===== src/rtl/debounce.sv =====
// Switch debouncer with clean level and one-clock edge strobes.
// Optional 2-flop input synchroniser enabled by DEBOUNCE_SYNC_EN.
module debounce #(
  parameter int DBNC_CYCLES = 8
) (
  input  logic clk50m,
  input  logic rst_n,
  input  logic sw,
  output logic sw_dbnc,
  output logic sw_hi,
  output logic sw_lo
);

  localparam int CW = $clog2(DBNC_CYCLES);
  localparam logic [CW-1:0] CMAX = CW'(DBNC_CYCLES - 1);

  logic          w_s;
  logic          w_diff;
  logic          w_done;
  logic [CW-1:0] r_cnt;
  logic          r_dbnc;
  logic          r_hi;
  logic          r_lo;

`ifdef DEBOUNCE_SYNC_EN
  logic [1:0] r_sync;

  // two-flop synchroniser bringing sw into the clk50m domain
  always_ff @(posedge clk50m) begin
    if (!rst_n) begin
      r_sync <= 2'b00;
    end else begin
      r_sync <= {r_sync[0], sw};
    end
  end

  assign w_s = r_sync[1];
`else
  assign w_s = sw;
`endif

  assign w_diff = (w_s != r_dbnc);
  assign w_done = w_diff && (r_cnt == CMAX);

  // run-length filter: accept s only after DBNC_CYCLES differing samples
  always_ff @(posedge clk50m) begin
    if (!rst_n) begin
      r_cnt  <= '0;
      r_dbnc <= 1'b0;
      r_hi   <= 1'b0;
      r_lo   <= 1'b0;
    end else begin
      r_hi <= 1'b0;
      r_lo <= 1'b0;
      if (!w_diff) begin
        r_cnt <= '0;
      end else if (w_done) begin
        r_cnt  <= '0;
        r_dbnc <= w_s;
        r_hi   <= w_s;
        r_lo   <= !w_s;
      end else begin
        r_cnt <= r_cnt + CW'(1);
      end
    end
  end

  assign sw_dbnc = r_dbnc;
  assign sw_hi   = r_hi;
  assign sw_lo   = r_lo;

endmodule


===== config.mk =====
export PLATFORM = sky130hd
export DESIGN_NAME = debounce
export DESIGN_NICKNAME = d
export VERILOG_FILES = /design/src/rtl/debounce.sv
export SDC_FILE = /design/constraint.sdc
export NUM_CORES = 1
export LEC_CHECK = 0
export ABC_AREA = 1
export CORE_AREA = 2 2 39 41
export CTS_CLUSTER_DIAMETER = 60
export CTS_CLUSTER_SIZE = 14
export DETAILED_ROUTE_END_ITERATION = 10
export DIE_AREA = 0 0 41 43
export SETUP_SLACK_MARGIN = 0.02
export SYNTH_ARGS = -nofsm -noshare
export SYNTH_HDL_FRONTEND = slang
export SYNTH_SLANG_ARGS = --single-unit

===== constraint.sdc =====
create_clock -name clk50m -period 2.4 [get_ports clk50m]
set_input_delay 0.24 -clock clk50m [delete_from_list [all_inputs] [get_ports clk50m]]
set_output_delay 0.24 -clock clk50m [all_outputs]
set_load 0.02 [all_outputs]

; Word level (Yosys, flattened, before mapping)
; Cells that the tools add are included.
[totals]
ff_bits = 6
input_bits = 3
output_inout_bits = 3
[op_classes]
addsub = 1
n_eq_ne = 2
n_bitwise = 2
n_reduce_logical = 5
[op_table]
columns = cell, count
row1 = $add 3x1->3 const B, 1
row2 = $eq 3x3->1 const B, 1
row3 = $reduce_and 3->1, 1
row4 = $reduce_or 3->1, 1
row5 = $not 1->1, 2
row6 = $reduce_and 2->1, 1
row7 = $logic_and 1x1->1, 1
row8 = $logic_not 1->1, 1
row9 = $ne 1x1->1, 1

; Depth between registers and ports, before layout
[logic_depth]
depth_word = 3
mapped_depth = 5

; Worst setup path after synthesis
; Ideal clock, no wire load.
[synth_path]
path_kind = reg-to-reg
from = register r_cnt[0]
to = register r_dbnc (netlist: sw_dbnc)
setup_ns = 0.116
arrival_time_ns = 0.891
t_required_ns = 2.284
path_slack_ns = 1.393
stages_incl_launch_ff = 5
path_cell_list = dfxtp_1 ha_1 ha_1 o211ai_1 inv_1
[synth_via]
elab_chain_cells = 3
[synth_lines]
columns = item, line
row1 = start: declaration, 20  ; logic [CW-1:0] r_cnt;
row2 = start signal: assignment, 63  ; r_cnt <= r_cnt + CW'(1);
row3 = $eq 3x3->1, 43  ; assign w_done = w_diff && (r_cnt == CMAX);
row4 = $logic_and 1x1->1, 43
row5 = $reduce_and 2->1 (no source line), n/a
row6 = end signal: assignment, 59  ; r_dbnc <= w_s;
row7 = end: declaration, 21  ; logic r_dbnc;
; Every way passes these cells.
; A chain may end at the register's enable or synchronous reset.

; Worst setup path in the final report
[layout_path]
from = register r_dbnc (netlist: sw_dbnc)
to = output port sw_dbnc
[layout_rtl]
columns = item, line
row1 = end: declaration, 9  ; output logic sw_dbnc,
; No word-level cell between the ends.

==> results.ini <==
[status]
status = finished, final reports clean

[global_route]
grt_overflow = 0
grt_max_degree = 6
antenna_found_initial = 0
grt_pass1_vias = 138
grt_pass1_wl_um = 531
grt_use_total_pct = 6.042

[yosys]
mappedNetlistNets = 32
synth-edff-count = 0
ys_types = 8
synthesis.area_um2 = 229.0
async_reset_ff_share_pct = 0
ys_warn_count = 0
syn_area_per_cell_um2 = 8.480
synthTopCellsByCount = inv_1 (7), dfxtp_1 (6), nand2_1 (5), nor2_1 (4), ha_1 (2)
synth_top_area_share_pct = 52.46
ys_seq_area_share_pct = 52.46
ys_seq_elements = 6
synth_area_leaders = dfxtp_1 (52%), inv_1 (11%), ha_1 (11%), nand2_1 (8.2%), nor2_1 (6.6%)
synth_top_area_cell = dfxtp_1
synthCells = 27
synthFlopType = dfxtp_1
synth.most_common_cell = inv_1

[cts]
htreeDepth = 1
clockBufferDepth = 2
insertion_delay_ns = 0.24
cts_made_buffers = 3
clk_pin_slew_ns = 0.04
tritoncts = built
clkSinkCount = 6
root_buffer = clkbuf_4
cts_hold_buf = 0
cts_resized = 0
post_cts_buffers = 0

[critical_path]
crit_fanout = 5
critPathMaxStageDelay_ns = 0.63
cp_num_buf_inv = 1
slowest_stage = clkdlybuf4s50_1
crit_family = buffers and inverters
worstSetupPathType = flop to primary output
cp.arrival_ns = 1.25
critPathRequiredTime_ns = 2.16
end_kind = primary output
cp_cell_sequence = clkdlybuf4s50_1
start_kind = flop

[pwr]
power.density_nw_per_um2 = 626.3
ir_drop_v = 0.0002062
switching_share_pct = 19.08
combPwrFrac_pct = 4.7
p_clk_share_pct = 44.5
intPower_w = 0.0001630
leakage_nw = 0.1515
seq_power_share_pct = 50.8
netSwitchingPower_w = 0.00003843

[detailed_routing]
avgViaCountPerCell = 3.608
wl_per_cell_um = 6.706
finalWirelength_um = 342
dr.pass1.iters = 1
ant_nets = 0
drc = 0
route.vias.total = 184
drt_iter0_drc = 0

[floorplan]
io_pins = 6
die_h_um = 43
rows = 14
die_area_um2 = 1763
initial_core_util_pct = 16.55
die_w_um = 41
core_um2 = 1384

[job]
drv_cap = 0

[finish]
area_growth_pct = 40.44
drive_gt1_share_pct = 11.43
finalNetCount = 42
final_area_um2 = 321.6
diodes = 0

[min_path]
min_path_type = flop to flop

[sta]
final.setup_skew_ns = 0.002327
rsz0062_at_grt = false
finalHoldViolCount = 0
worst-slew-pin-transition_ns = 0.2094
maxSlewHeadroom_pct = 86.00
setup_viol = 0
maxSlewViolCount = 0
min_period_over_period_pct = 62.03
max_clock_freq_mhz = 671.7
period_needed_ns = 1.489
setup_tns_ns = 0

[placed_design]
dp_hpwl_um = 281.3
routabilityCongestion = 0.5977
port_buffers = 5
place_area_um2 = 299.0

## state kept, by name (all words and copies together), names as in the netlist
name     flops
r_cnt        3
sw_dbnc      1
sw_hi        1
sw_lo        1
## final timing paths
check                           depth (start not counted)            startpoint              endpoint  slack (ns)
worst max-delay path                                    1  sw_dbnc$_SDFFE_PN0P_               sw_dbnc        0.91
worst min-delay path                                    1   r_cnt[0]$_SDFF_PP0_   r_cnt[0]$_SDFF_PP0_        0.42
worst max register to register                          4   r_cnt[0]$_SDFF_PP0_  sw_dbnc$_SDFFE_PN0P_        1.34
worst min register to register                          1   r_cnt[0]$_SDFF_PP0_   r_cnt[0]$_SDFF_PP0_        0.42
## logic make-up (layout without fill, tap and decap cells)
| group | after synthesis | count (layout) | synth area share [%] |
|---|---|---|---|
| AND/OR/NAND/NOR | 11 | 11 | 21.86 |
| adder cells (fa/ha/maj) | 2 | 2 | 10.93 |
| AO/OA/AOI/OAI | 1 | 1 | 3.280 |
| flip-flops | 6 | 6 | 52.46 |
| buffers and inverters | 7 | 15 | 11.48 |
## layer usage
layer  global-route usage [%]  vias to the layer above  routed length [um]
met3                    9.424                        0                  36
met2                    5.313                        6                 162
li1                         -                      102                   -
met4                    6.000                        0                   0
met5                        0                        -                   0
met1                    5.195                       76                 143
## layout make-up
cell class / count / area (um^2)
well taps: 16 / 20.02
repair buffers: 5 / 50.05
multi-input cells: 14 / 82.58
clock buffers: 3 / 22.52
flip-flops and latches: 6 / 120.1
fillers: 163 / 1062
inverters: 7 / 26.28
## cells in the final DEF, fill, tap and decap left out
cell type and instances:
clkdlybuf4s50_1 5, nor2_1 4, ha_1 2, o211ai_1 1, nand2_1 5, nand4_1 1, clkbuf_4 3, nand3_2 1
dfxtp_1 6, inv_1 7
## through the flow
step / total power [W] / worst slack [ns] / util, % / std cells / hold slack (ns)
floorplan: 0.0001086 / 1.393 / - / 27 / 0.3682
global placement: 0.0001135 / 1.185 / 21.61 / 48 / 0.4079
detailed placement: 0.0001138 / 1.171 / 21.61 / 48 / 0.4204
CTS: 0.0002090 / 0.9032 / 23.24 / 51 / 0.4267
global route: 0.0002198 / 0.8435 / 23.24 / 51 / 0.4323
finish: 0.0002014 / 0.9112 / 23.24 / 51 / 0.4194
## power groups by stage
stage | Sequential, W | Clock [W] | Combinational (W)
6_report | 0.000102 | 0.0000896 | 0.00000947
3_3_place_gp | 0.000104 | 0 | 0.00000941
5_1_grt | 0.000102 | 0.000107 | 0.0000109
4_1_cts | 0.000102 | 0.0000970 | 0.00000974
3_5_place_dp | 0.000104 | 0 | 0.00000966
2_1_floorplan | 0.000104 | 0 | 0.00000459
Power figures use the tool's default switching activity.
